===== config.mk =====
export PLATFORM = sky130hd
export DESIGN_NAME = cci_tx_c0_buffer
export DESIGN_NICKNAME = d
export VERILOG_FILES = /design/src/rtl/cci_tx_c0_buffer_pkg.sv /design/src/rtl/cci_tx_c0_buffer_sync_fifo.sv /design/src/rtl/cci_tx_c0_buffer.sv
export SDC_FILE = /design/constraint.sdc
export NUM_CORES = 1
export LEC_CHECK = 0
export CAP_MARGIN = 0
export CELL_PAD_IN_SITES_DETAIL_PLACEMENT = 0
export CELL_PAD_IN_SITES_GLOBAL_PLACEMENT = 1
export CORE_AREA = 4 4 197 294
export CTS_CLUSTER_SIZE = 28
export DETAILED_ROUTE_END_ITERATION = 12
export DIE_AREA = 0 0 201 298
export PLACE_DENSITY = 0.58
export SYNTH_ARGS = -nofsm -noshare
export SYNTH_HDL_FRONTEND = slang
export SYNTH_HIERARCHICAL = 1
export SYNTH_SLANG_ARGS = --single-unit

===== constraint.sdc =====
create_clock -name clk -period 20.3 [get_ports clk]
set_input_delay 3.045 -clock clk [delete_from_list [all_inputs] [get_ports clk]]
set_output_delay 3.045 -clock clk [all_outputs]
set_load 0.005 [all_outputs]

===== src/rtl/cci_tx_c0_buffer_pkg.sv =====
// Shared ASE CCI definitions: TX header width, outstanding-counter width,
// TX channel-0 header bit ranges, and a saturating counter helper.
// No ports; imported by the TX buffer and its storage sub-module.
package cci_tx_c0_buffer_pkg;

  localparam int CCI_TX_HDR_WIDTH      = 61;
  localparam int CCI_OUTSTANDING_CNT_W = 6;

  // TX channel-0 header field ranges
  localparam int TX_HDR_ADDR_LO    = 0;
  localparam int TX_HDR_ADDR_HI    = 31;
  localparam int TX_HDR_MDATA_LO   = 32;
  localparam int TX_HDR_MDATA_HI   = 45;
  localparam int TX_HDR_REQTYPE_LO = 52;
  localparam int TX_HDR_REQTYPE_HI = 55;

  typedef logic [CCI_OUTSTANDING_CNT_W-1:0] outst_cnt_t;

  // Decrement that sticks at zero; a stray response never wraps the counter.
  function automatic outst_cnt_t sat_dec(input outst_cnt_t v);
    return (v == '0) ? '0 : v - outst_cnt_t'(1);
  endfunction

endpackage


===== src/rtl/cci_tx_c0_buffer_sync_fifo.sv =====
// Purpose: single-clock FIFO storage for the TX channel-0 buffer.
// Latency: a push becomes visible at the head one cycle later; no bypass.
// Backpressure: push dropped when full unless a pop occurs the same cycle.
// Ports: clk/resetb, push_i+push_dat_i, pop_i, head_dat_o (0 when empty),
//        full_o, empty_o, count_o (occupancy 0..DEPTH).
module cci_sync_fifo #(
  parameter int WIDTH = 61,
  parameter int DEPTH = 8
) (
  input  logic                     clk,
  input  logic                     resetb,
  input  logic                     push_i,
  input  logic [WIDTH-1:0]         push_dat_i,
  input  logic                     pop_i,
  output logic [WIDTH-1:0]         head_dat_o,
  output logic                     full_o,
  output logic                     empty_o,
  output logic [$clog2(DEPTH):0]   count_o
);
  localparam int AW = $clog2(DEPTH);

  logic [WIDTH-1:0] mem_q [DEPTH];
  logic [AW-1:0]    wr_ptr_q, rd_ptr_q;
  logic [AW:0]      count_q, count_d;
  logic             push_acc, pop_acc;

  assign empty_o = (count_q == '0);
  assign full_o  = (count_q == (AW+1)'(DEPTH));
  assign count_o = count_q;

  // A full FIFO still takes a push when the head leaves in the same cycle.
  assign pop_acc  = pop_i && !empty_o;
  assign push_acc = push_i && (!full_o || pop_acc);

  // Mask the head so the output reads 0 while empty (including reset).
  assign head_dat_o = empty_o ? '0 : mem_q[rd_ptr_q];

  always_comb begin
    count_d = count_q;
    case ({push_acc, pop_acc})
      2'b10:   count_d = count_q + (AW+1)'(1);
      2'b01:   count_d = count_q - (AW+1)'(1);
      default: count_d = count_q;
    endcase
  end

  // Pointers wrap naturally: DEPTH is a power of two.
  always_ff @(posedge clk or negedge resetb) begin
    if (!resetb) begin
      wr_ptr_q <= '0;
      rd_ptr_q <= '0;
      count_q  <= '0;
    end else begin
      if (push_acc) wr_ptr_q <= wr_ptr_q + AW'(1);
      if (pop_acc)  rd_ptr_q <= rd_ptr_q + AW'(1);
      count_q <= count_d;
    end
  end

  always_ff @(posedge clk) begin
    if (push_acc) mem_q[wr_ptr_q] <= push_dat_i;
  end

endmodule


===== src/rtl/cci_tx_c0_buffer.sv =====
// Purpose: buffers AFU channel-0 read requests and issues them to the emulator
//          with a cap on issued-but-unreturned reads.
// Latency: 1 cycle push-to-head; issue happens on out_valid & out_ready.
// Backpressure: tx_c0_almostfull at AFULL_THRESH; pushes into a full FIFO
//          without a same-cycle pop are dropped; issue stalls at MAX_OUTSTANDING.
// Ports: clk/resetb; tx_c0_header/tx_c0_rdvalid/tx_c0_almostfull (AFU side);
//        out_header/out_valid/out_ready (emulator side); rx_c0_rdvalid retires
//        one read; outstanding_cnt; overflow_err (sticky).
// Macro ASE_TX_OVERFLOW_CHECK_EN: when defined, overflow_err flags dropped
// pushes and responses arriving with nothing outstanding; otherwise tied to 0.
module cci_tx_c0_buffer
  import cci_tx_c0_buffer_pkg::*;
#(
  parameter int TX_HDR_WIDTH    = CCI_TX_HDR_WIDTH,
  parameter int DEPTH           = 8,
  parameter int AFULL_THRESH    = 6,
  parameter int MAX_OUTSTANDING = 32
) (
  input  logic                             clk,
  input  logic                             resetb,
  input  logic [TX_HDR_WIDTH-1:0]          tx_c0_header,
  input  logic                             tx_c0_rdvalid,
  output logic                             tx_c0_almostfull,
  output logic [TX_HDR_WIDTH-1:0]          out_header,
  output logic                             out_valid,
  input  logic                             out_ready,
  input  logic                             rx_c0_rdvalid,
  output logic [CCI_OUTSTANDING_CNT_W-1:0] outstanding_cnt,
  output logic                             overflow_err
);
  localparam int CW = $clog2(DEPTH) + 1;

  logic          fifo_full, fifo_empty;
  logic [CW-1:0] fifo_count;
  logic          issue;
  outst_cnt_t    outst_q, outst_d;

  cci_sync_fifo #(
    .WIDTH (TX_HDR_WIDTH),
    .DEPTH (DEPTH)
  ) u_fifo (
    .clk        (clk),
    .resetb     (resetb),
    .push_i     (tx_c0_rdvalid),
    .push_dat_i (tx_c0_header),
    .pop_i      (issue),
    .head_dat_o (out_header),
    .full_o     (fifo_full),
    .empty_o    (fifo_empty),
    .count_o    (fifo_count)
  );

  assign out_valid = !fifo_empty && (outst_q < outst_cnt_t'(MAX_OUTSTANDING));
  assign issue     = out_valid && out_ready;

  // Full is the top of the almost-full window, so OR-ing it in changes nothing
  // for any legal threshold and keeps the flag asserted at capacity.
  assign tx_c0_almostfull = fifo_full || (fifo_count >= CW'(AFULL_THRESH));

  always_comb begin
    outst_d = outst_q;
    case ({issue, rx_c0_rdvalid})
      2'b10:   outst_d = outst_q + outst_cnt_t'(1);
      2'b01:   outst_d = sat_dec(outst_q);
      default: outst_d = outst_q;   // issue and return cancel out
    endcase
  end

  always_ff @(posedge clk or negedge resetb) begin
    if (!resetb) outst_q <= '0;
    else         outst_q <= outst_d;
  end

  assign outstanding_cnt = outst_q;

`ifdef ASE_TX_OVERFLOW_CHECK_EN
  logic err_q, push_drop, rx_underflow;

  assign push_drop    = tx_c0_rdvalid && fifo_full && !issue;
  assign rx_underflow = rx_c0_rdvalid && (outst_q == '0);

  always_ff @(posedge clk or negedge resetb) begin
    if (!resetb) err_q <= 1'b0;
    else         err_q <= err_q || push_drop || rx_underflow;
  end

  assign overflow_err = err_q;
`else
  assign overflow_err = 1'b0;
`endif

endmodule


Yosys cells after proc, flatten, opt, wreduce, memory -nomap -nowiden
Memories as Yosys holds them, arrays and structs flattened.
Index checks and enable logic that the tools add are counted.

word-level totals
  register bits = 16
  bits in writable memories = 488
  output and inout bits = 70
  memories = 1

cells by class
  $add $sub $neg = 6
  magnitude comparators = 2
  equal/unequal tests = 5
  muxes and demuxes = 6
  reductions and logical operators = 12

memories
  memory        words  bits a word  rd ports  clocked after Yosys merged registers in  write ports  RTL line                          text
  u_fifo.mem_q  8      61           1         0                                        1            cci_tx_c0_buffer_sync_fifo.sv:22  logic [WIDTH-1:0] mem_q [DEPTH];

operators with widths
  operator                                              count
  2-to-1 mux 61 bit                                     1
  one-hot mux 6 bit (2 select lines)                    1
  one-hot mux 4 bit (2 select lines)                    1
  adder 3 x 1 -> 3 bit (second input constant)          2
  adder 6 x 1 -> 6 bit (second input constant)          1
  zero test 6 bit                                       1
  < comparator 6 bit (second input constant)            1
  2-to-1 mux 6 bit                                      1
  subtractor 6 x 1 -> 6 bit (second input constant)     1
  adder 4 x 1 -> 4 bit (second input constant)          1
  equality test 2 x 1 -> 1 bit (second input constant)  2
  equality test 2 bit (second input constant)           2
  equality test 4 bit (second input constant)           1
  >= comparator 4 x 3 -> 1 bit (second input constant)  1
  logical AND 1 bit                                     4
  zero test 4 bit                                       1
  nonzero test 2 bit                                    2
  subtractor 4 x 1 -> 4 bit (second input constant)     1
  zero test 1 bit                                       2
  logical OR 1 bit                                      2
  2-to-1 mux 1 bit                                      2

Logic depth before layout (Yosys ltp)
Gate-level depths: netlist (run 1).

  depth in word-level cells = 9
  mapped depth = 15

Hierarchy
The synthesis (run 1) kept the hierarchy.

by module, submodules not included
  module            instances  cells an instance  area an instance (um2)
  cci_sync_fifo     1          832                19,200.9
  cci_tx_c0_buffer  1          55                 513.0

Worst setup path after synthesis (run 1)
OpenSTA, ideal clock, no wires.

  path kind = input to register
  start = in out_ready
  end = mem u_fifo.mem_q[0][0], enable pin
  library setup time = 0.630 ns
  data arrival time = 9.161 ns
  required time = 19.670 ns
  slack = 10.509 ns
  stages = 5
  path buffers = 0
  path through = nand2_1 inv_1 o21a_4 inv_6 nor4_1

between the ends
  longest elaborated chain between the ends = 6

ends and longest elaborated chain
  what                                    RTL line                          text
  from (decl)                             cci_tx_c0_buffer.sv:26            input logic out_ready,
  logical AND 1 bit                       cci_tx_c0_buffer.sv:54            assign issue = out_valid && out_ready;
  net issue                               cci_tx_c0_buffer.sv:35            logic issue;
  logical AND 1 bit                       cci_tx_c0_buffer_sync_fifo.sv:32  assign pop_acc = pop_i && !empty_o;
  logical OR 1 bit                        cci_tx_c0_buffer_sync_fifo.sv:33  assign push_acc = push_i && (!full_o || pop_acc);
  logical AND 1 bit                       cci_tx_c0_buffer_sync_fifo.sv:33
  2-to-1 mux 1 bit                        cci_tx_c0_buffer_sync_fifo.sv:61  if (push_acc) mem_q[wr_ptr_q] <= push_dat_i;
  2-to-1 mux 1 bit (implied by the code)  cci_tx_c0_buffer_sync_fifo.sv:61
  to (decl)                               cci_tx_c0_buffer_sync_fifo.sv:22

The timed path passes the listed nets, and every way through them passes these cells.

Final worst setup path (run 1)
  start = reg u_fifo.rd_ptr_q[1]
  end = out out_header[52]

between the ends
  longest elaborated chain between the ends = 2

ends and longest elaborated chain
  what                    RTL line                          text
  from (decl)             cci_tx_c0_buffer_sync_fifo.sv:23  logic [AW-1:0] wr_ptr_q, rd_ptr_q;
  from (signal assigned)  cci_tx_c0_buffer_sync_fifo.sv:55  if (pop_acc) rd_ptr_q <= rd_ptr_q + AW'(1);
  memory (8 x 61 bit)     -
  2-to-1 mux 61 bit       cci_tx_c0_buffer_sync_fifo.sv:36  assign head_dat_o = empty_o ? '0 : mem_q[rd_ptr_q];
  to (decl)               cci_tx_c0_buffer.sv:24            output logic [TX_HDR_WIDTH-1:0] out_header,

Every way passes these cells.

==> results.env, run 1 <==
SYNTH_MOST_COMMON_CELL='sky130_fd_sc_hd__edfxtp_1'
WORST-ENDPOINT-REQUIRED_NS=17.26
SYNTH_LARGEST_TYPE_AREA_FRACTION_PCT=74.3
MAX_STAGE_DELAY_NS=1.05
FRACTION_OF_LAYOUT_INSTANCES_USING_A_DRIVE_STRENGTH_ABOVE_1_PCT=20.9
CRITICAL_PATH.CELL_CHAIN='buf_4 -> mux4_2 -> mux2i_1 -> nor2_1 -> clkdlybuf4s50_1'
HTREE_NUM_LEVELS=2
NUMBER_OF_DESIGN_RULE_VIOLATIONS_LEFT_AFTER_DETAIL_ROUTING=0
SYNTH.TOP_CELLS.BY_COUNT='sky130_fd_sc_hd__edfxtp_1, sky130_fd_sc_hd__mux4_2, sky130_fd_sc_hd__nor2_1, sky130_fd_sc_hd__mux2i_1, sky130_fd_sc_hd__buf_2'
YOSYS_REGISTER_BITS=504
PRE_CTS_WS_NS=13.75
BOUNDARYPINS=136
WORSTPATHBUFFERINVERTERCOUNT=2
MAX_SLEW_MARGIN_PCT=30.7
MAX_FREQ_MHz=143
EDFF_COUNT_SYNTH=488
FIN_CRIT_NS=6.99
FINALMAXSLEWVIOLATIONS=0
CTS_MAX_PATH_BUFFERS=3
STARTPOINT_CLASS_OF_THE_CRITICAL_PATH='flip-flop'
YOSYS-TOP-CELLS-AREA='sky130_fd_sc_hd__edfxtp_1, sky130_fd_sc_hd__mux4_2, sky130_fd_sc_hd__mux2i_1, sky130_fd_sc_hd__dfrtp_1, sky130_fd_sc_hd__nor2_1'
DRT.ANTENNA.VIOLATING_NETS=0
CTS_TREE='built'
WORSTHOLDPATHTYPE='reg -> reg'
SEQ_POWER_SHARE_PCT=42.9
LEAKAGE_POWER_nW=7.52
ALL_LAYER_GLOBAL_ROUTING_USAGE_PCT=14.0
CRITICAL_PATH_PEAK_FANOUT=67
POWER_SWITCHING_mW=0.972
TRITONCTS.NUM_BUFFERS=47
DIE_WIDTH_UM=201
DETAIL_ROUTE.VIAS_PER_CELL=5.07
YOSYSUNIQUECELLTYPES=50
SYNTHESIS.INSTANCES=887
FP-ROW-COUNT=106
COMB_POWER_SHARE_PCT=32.4
SYNTH_SEQUENTIAL_AREA_RATIO_PCT=76.4
DPL.CELL_COUNT=1698
CTS.SINK_COUNT=504
VIAS=9016
REPORT.FINAL.SETUP_VIOL=0
DRT-WIRELENGTH-PER-CELL_UM=23.6
FINALPOWER_mW=3.32
NETSWITCHINGFRACTION_PCT=29.3
INITIAL_UTILIZATION_PCT=35.5
SETUP.WORST_PATH.CLASS='reg -> out'
CP_SLOWEST_CELL='sky130_fd_sc_hd__dfrtp_4'
POSTROUTEWIRELENGTH_UM=41900
CORE_MM2=0.0556
WORST_IR_DROP_VDD_mV=0.0649
FINAL.SETUP_SKEW_NS=0.0166
WORSTSKEWPAIRLATENCY_NS=0.56
SYNTHESIS.NETS=962
GRT_PASS1_WL_UM=63800
YOSYSTOPAREACELL='sky130_fd_sc_hd__edfxtp_1'
GP_WEIGHTED_CONGESTION=0.675
IO_BUFFERS=134
SETUP_WS_NS=13.31
POWER.DENSITY_CELL_AREA_mW_PER_MM2=143
YOSYSWARNINGS=6
POSTCTSSETUPREPAIRBUFS=0
CTS_RESIZED=0
DIE_Y_UM=298
DRTPASS1ITERATIONS=6
FINAL.PERIOD_UTILIZATION_PCT=34.4
MAX_CAP_VIOLATIONS=0
CLK_PIN_SLEW_WORST_PATHS_NS=0.06
SYN_TO_FINAL_GROWTH_PCT=17.8
RSZ0062_AT_GRT='false'
SETUP_TNS_NS=0
TIMING.CRITICAL_PATH.MAX_DELAY_FAMILY='buffers and inverters'
LAYOUT.NETS=1120
PLACE.DETAILED.HPWL_UM=22800
FIRST_GLOBAL_VIAS=9817
DESIGN.DIE.AREA_MM2=0.0599
INSTANCES_NO_FILL=1779
GLOBALROUTE.TOTALOVERFLOW=0
DRT-INITIAL-DRC-COUNT=482
FIN_UTIL_PCT=41.8
YS.FLOP_TYPE='sky130_fd_sc_hd__edfxtp_1'
STATUS='finished clean'
SYNTHESIS.AREA_MM2=0.0197
TIMING_HOLD_VIOLATIONS_FINAL=0
GRT_ANTENNA_BEFORE_REPAIR=2
MAX_SLEW.WORST_PIN.SLEW_NS=1.04
CLOCK_TREE.ROOT_CELL='sky130_fd_sc_hd__clkbuf_16'
SHARE_CLK_OF_TOTAL_POWER_PCT=24.7
GRT_MAX_DEGREE=68
WORST-ENDPOINT-ARRIVAL_NS=3.95
POST_SYNTH.CELL_AREA_AVG_UM2=22.2
INTERNAL-POWER_mW=2.35
YS_ASYNC_SR_FRACTION_PCT=3.17
ENDPOINT_TYPE_OF_THE_WORST_SETUP_PATH='output pin'
CTS-HOLD-FIX-BUFFERS=0
per-stage QoR:
stage / cell area (um^2) / hold WS [ns]
2_1_floorplan: 19700 / 0.517
3_3_place_gp: 21800 / 0.547
3_5_place_dp: 21800 / 0.549
4_1_cts: 23200 / 0.558
5_1_grt: 23200 / 0.585
6_report: 23200 / 0.562
state kept, by name (all words and copies together), names as in the netlist:
name             count
u_fifo/mem_q       488
u_fifo/count_o       4
u_fifo/rd_ptr_q      3
outstanding_cnt      6
u_fifo/wr_ptr_q      3
cells by family after synthesis:
kind of cell | count (synthesis) | share of synthesized area [%]
AOI/OAI and AO/OA | 23 | 0.939
xor gates and xnor gates | 10 | 0.444
adders and majority gates | 9 | 0.571
buffers and inverters | 53 | 1.96
DFF | 504 | 76.4
muxes | 185 | 17.2
other | 1 | 0.0190
and+or+nand+nor | 102 | 2.49
placed cells by master, fill, tap and decap left out, types with 3 or more instances in the layout:
| master | instances |
|---|---|
| sky130_fd_sc_hd__nand2_1 | 7 |
| sky130_fd_sc_hd__mux2i_1 | 61 |
| sky130_fd_sc_hd__buf_4 | 22 |
| sky130_fd_sc_hd__ha_1 | 9 |
| sky130_fd_sc_hd__clkdlybuf4s50_1 | 134 |
| sky130_fd_sc_hd__clkinv_1 | 6 |
| sky130_fd_sc_hd__clkinv_2 | 6 |
| sky130_fd_sc_hd__xnor2_1 | 5 |
| sky130_fd_sc_hd__inv_1 | 5 |
| sky130_fd_sc_hd__dfrtp_4 | 3 |
| sky130_fd_sc_hd__clkinv_4 | 3 |
| sky130_fd_sc_hd__a21oi_1 | 5 |
| sky130_fd_sc_hd__edfxtp_1 | 488 |
| sky130_fd_sc_hd__mux4_2 | 119 |
| sky130_fd_sc_hd__clkbuf_1 | 11 |
| sky130_fd_sc_hd__nand2b_1 | 3 |
| sky130_fd_sc_hd__dfrtp_1 | 13 |
| sky130_fd_sc_hd__mux4_1 | 3 |
| sky130_fd_sc_hd__clkbuf_16 | 48 |
| sky130_fd_sc_hd__a211o_1 | 4 |
| sky130_fd_sc_hd__xor2_1 | 5 |
| sky130_fd_sc_hd__nor3_2 | 4 |
| sky130_fd_sc_hd__nor2_4 | 3 |
| sky130_fd_sc_hd__nor2_1 | 65 |
worst register-to-register path: cells and delay by family (launching register included):
| kind | cells | cell delay (ns) |
|---|---|---|
| AO/OA/AOI/OAI | 1 | 0.25 |
| buffers and inverters | 3 | 0.84 |
| AND/OR/NAND/NOR | 5 | 1.38 |
| flip-flops | 1 | 0.48 |
power by group through the flow:
stage                     Sequential [mW]  Combinational [mW]  Clock, mW
final                                1.42                1.08      0.820
after CTS                            1.43                1.12      0.848
after global routing                 1.44                1.18      0.892
after detailed placement             1.45                1.12          0
after floorplan                      1.38               0.713          0
after global placement               1.44                1.11          0
layer usage:
layer | global-route usage, % | vias up | part of all wire [%]
met5 | 0 | - | 0.031
met4 | 3.51 | 2 | 1.7
li1 | - | 3975 | -
met3 | 2.37 | 44 | 3.7
met2 | 24.0 | 156 | 51
met1 | 18.7 | 4839 | 43
cell type report:
class,count,area [um^2]
Clock inverter,20,171
Inverter,6,27.5
Multi-Input combinational cell,330,4320
Fill cell,4824,32400
Timing Repair Buffer,156,1510
Antenna cell,2,5.00
Sequential cell,504,15100
Clock buffer,59,1240
Tap cell,702,878
path summary, 6_finish.rpt:
path,to,slack (ns),start,cells past startpoint
worst min register to register,outstanding_cnt[5],0.56,outstanding_cnt[5],1
min in group asynchronous,outstanding_cnt[3],2.98,resetb,1
max in group asynchronous,u_fifo/rd_ptr_q[2],16.69,resetb,1
worst min-delay path,outstanding_cnt[5],0.56,outstanding_cnt[5],1
worst max-delay path,out_header[52],13.31,u_fifo/rd_ptr_q[1],5
worst max register to register,u_fifo/mem_q[7][35],17.02,u_fifo/count_o[2],9
(Power assumes the default switching activity.)
==> inputs of run 2 (changes only) <==
==> constraint.sdc (replaced) <==
create_clock -name clk -period 7.3 [get_ports clk]
set_input_delay 1.095 -clock clk [delete_from_list [all_inputs] [get_ports clk]]
set_output_delay 1.095 -clock clk [all_outputs]
set_load 0.005 [all_outputs]
==> run 2 against run 1 <==
Against the previous run: sequential share of layout area fell by 0.52 points; register-to-register slack got worse by 13 ns; count of clock-buffer cells in the layout rose by 2; critical endpoint is now out_header[0]; largest cell class unchanged.
==> results.env, run 2 (synthesis gave the netlist of run 1 again) <==
STATUS='finished clean'
GRT_MAX_DEGREE=63  # -7.4%
CLK_PIN_SLEW_WORST_PATHS_NS=0.06  # about the same
CRITICAL_PATH_PEAK_FANOUT=33  # -51%
DIE_WIDTH_UM=201  # unchanged
MAX_SLEW.WORST_PIN.SLEW_NS=0.928  # -0.112 ns
WORSTREG2REGSTART='u_fifo/count_o[2]'
LARGEST_REGISTER_FF_COUNT=488  # unchanged
WORSTSETUPSTARTPOINT='u_fifo/rd_ptr_q[0]'
CTS_TREE='built'
ALL_LAYER_GLOBAL_ROUTING_USAGE_PCT=14.4  # +0.40 points
CORE_MM2=0.0556  # unchanged
FF2FF_SETUP_SLACK_NS=3.66  # -13.36 ns
CLOCK_TREE.ROOT_CELL='sky130_fd_sc_hd__clkbuf_16'
FINAL_CELL_AREA_MM2=0.0234  # +0.81%
TRITONCTS.NUM_BUFFERS=49  # +4.3%
FINALMAXSLEWVIOLATIONS=0  # unchanged
FIRST_GLOBAL_VIAS=9971  # +1.6%
WORST_IR_DROP_VDD_mV=0.208  # +220%
REGISTER_AREA_MM2=0.0151  # unchanged
MAX_FREQ_MHz=219
DRT-WIRELENGTH-PER-CELL_UM=24.1  # +2.3%
CTS_RESIZED=0  # unchanged
POSTCTSSETUPREPAIRBUFS=0  # unchanged
DRTPASS1ITERATIONS=4  # -2
IO_BUFFERS=134  # unchanged
FRACTION_OF_LAYOUT_INSTANCES_USING_A_DRIVE_STRENGTH_ABOVE_1_PCT=21.3  # +0.32 points
WORSTHOLDPATHTYPE='reg -> reg'
REGTOREGENDPOINT='u_fifo/count_o[2]'
POWER.DENSITY_CELL_AREA_mW_PER_MM2=404  # +180%
SETUP_TNS_NS=0  # unchanged
POSTROUTEWIRELENGTH_UM=43200  # +3.1%
TIMING.REG2REG.WORST_PATH_DEPTH=11  # +2
FIN_CRIT_NS=4.57
FINAL.PERIOD_UTILIZATION_PCT=62.6
BOUNDARYPINS=136  # unchanged
NUMBER_OF_DESIGN_RULE_VIOLATIONS_LEFT_AFTER_DETAIL_ROUTING=0  # unchanged
MAX_CAP_VIOLATIONS=0  # unchanged
WORST-ENDPOINT-REQUIRED_NS=6.20  # -11.06 ns
TIMING.CRITICAL_PATH.TO='out_header[0]'
GLOBALROUTE.TOTALOVERFLOW=0  # unchanged
DRT.ANTENNA.VIOLATING_NETS=0  # unchanged
DIE_Y_UM=298  # unchanged
INSTANCES_NO_FILL=1793  # +0.79%
FINAL.SETUP_SKEW_NS=0.0207  # +0.00407 ns
DPL.CELL_COUNT=1698  # unchanged
MAX_SLEW_MARGIN_PCT=37.9  # +7.3 points
TOP_REGISTER='u_fifo/mem_q'
GP_WEIGHTED_CONGESTION=0.701  # +3.9%
STARTPOINT_CLASS_OF_THE_CRITICAL_PATH='flip-flop'
RSZ0062_AT_GRT='false'
TOP_LIBRARY_CELLS_BY_USAGE_IN_THE_LAYOUT_FILL_AND_TAPS_ASIDE='sky130_fd_sc_hd__edfxtp_1, sky130_fd_sc_hd__clkdlybuf4s50_1, sky130_fd_sc_hd__mux4_2'
LEAKAGE_POWER_nW=7.59  # +1.0%
MULTIINPUTGATEAREA_MM2=0.00433  # +0.20%
DESIGN.DIE.AREA_MM2=0.0599  # unchanged
CTS-HOLD-FIX-BUFFERS=0  # unchanged
REPORT.FINAL.SETUP_VIOL=0  # unchanged
FILLCELLCOUNT=4818  # -0.12%
DETAIL_ROUTE.VIAS_PER_CELL=5.09  # +0.37%
CTS.SINK_COUNT=504  # unchanged
ENDPOINT_TYPE_OF_THE_WORST_SETUP_PATH='output pin'
WORSTSKEWPAIRLATENCY_NS=0.57  # about the same
WORST-ENDPOINT-ARRIVAL_NS=3.48  # -0.47 ns
SETUP.WORST_PATH.CLASS='reg -> out'
INITIAL_UTILIZATION_PCT=35.5  # unchanged
CTS_MAX_PATH_BUFFERS=3  # unchanged
LEADING_CELL_TYPE_IN_THE_LAYOUT_FILL_AND_TAPS_EXCLUDED='sky130_fd_sc_hd__edfxtp_1'
DRT-INITIAL-DRC-COUNT=435  # -9.8%
VIAS=9121  # +1.2%
GRT_PASS1_WL_UM=65000  # +2.0%
SYN_TO_FINAL_GROWTH_PCT=18.7
GRT_ANTENNA_BEFORE_REPAIR=6  # +4
HTREE_NUM_LEVELS=2  # unchanged
AREA_AFTER_DETAILED_PLACEMENT_MM2=0.0218  # about the same
FP-ROW-COUNT=106  # unchanged
LAYOUT.NETS=1122  # +0.18%
PLACE.DETAILED.HPWL_UM=23500  # +3.0%
TIMING_HOLD_VIOLATIONS_FINAL=0  # unchanged
[run 2: changes by cell type in the layout (fill, tap and decap cells not counted), sizes merged]
cell,change
clkbuf,+2
clkinvlp,+1
clkinv,+7
bufinv,+2
diode,+2
[run 2: layer usage]
| layer | routed length (um) | track usage [%] | up-vias |
|---|---|---|---|
| met5 | 26 | 0 | - |
| met4 | 984 | 4.17 | 4 |
| met3 | 1620 | 2.40 | 66 |
| met2 | 22500 | 25.2 | 167 |
| met1 | 18100 | 18.6 | 4894 |
| li1 | - | - | 3990 |
[run 2: layout make-up]
class                   instances  share of cell area [%]
diodes                          4                  0.0428
flip-flops and latches        504                    64.4
clock inverters                30                    1.21
well taps                     702                    3.75
clock buffers                  61                    5.52
inverters                       6                   0.118
multi-input cells             330                    18.5
repair buffers                156                    6.49
[run 2: critical path, stage by stage, from the launching register on]
cell and delay (ns):
sky130_fd_sc_hd__dfrtp_4 0.87, sky130_fd_sc_hd__buf_4 0.65, sky130_fd_sc_hd__mux4_2 0.59, sky130_fd_sc_hd__mux2i_1 0.26, sky130_fd_sc_hd__nor2_1 0.08, sky130_fd_sc_hd__clkdlybuf4s50_1 0.47
[run 2: worst min path at each step]
stage                                    to         startpoint  cells after the start
after floorplan           u_fifo/count_o[3]  u_fifo/count_o[3]                      1
after global placement    u_fifo/count_o[3]  u_fifo/count_o[3]                      1
after detailed placement  u_fifo/count_o[3]  u_fifo/count_o[3]                      1
after CTS                 u_fifo/count_o[3]  u_fifo/count_o[3]                      1
after global routing      u_fifo/count_o[3]  u_fifo/count_o[3]                      1
final                     u_fifo/count_o[3]  u_fifo/count_o[3]                      1
[run 2: metrics by stage]
stage          total power [mW]  hold WS (ns)  setup WS [ns]  util (%)
5_1_grt                    9.98         0.595           2.41      42.1
3_5_place_dp               7.17         0.567           3.16      39.3
3_3_place_gp               7.15         0.541           3.16      39.3
6_report                   9.46         0.573           2.73      42.1
4_1_cts                    9.68         0.575           2.54      42.1
2_1_floorplan              5.83         0.528           1.12         -
[run 2: report_power, final]
group          leakage, nW  switching [mW]  internal [mW]  total [mW]
registers             4.62           0.331           3.65        3.98
logic                 2.22            1.39           1.62        3.01
clock network        0.761            1.06           1.41        2.47
total                 7.59            2.79           6.67        9.46
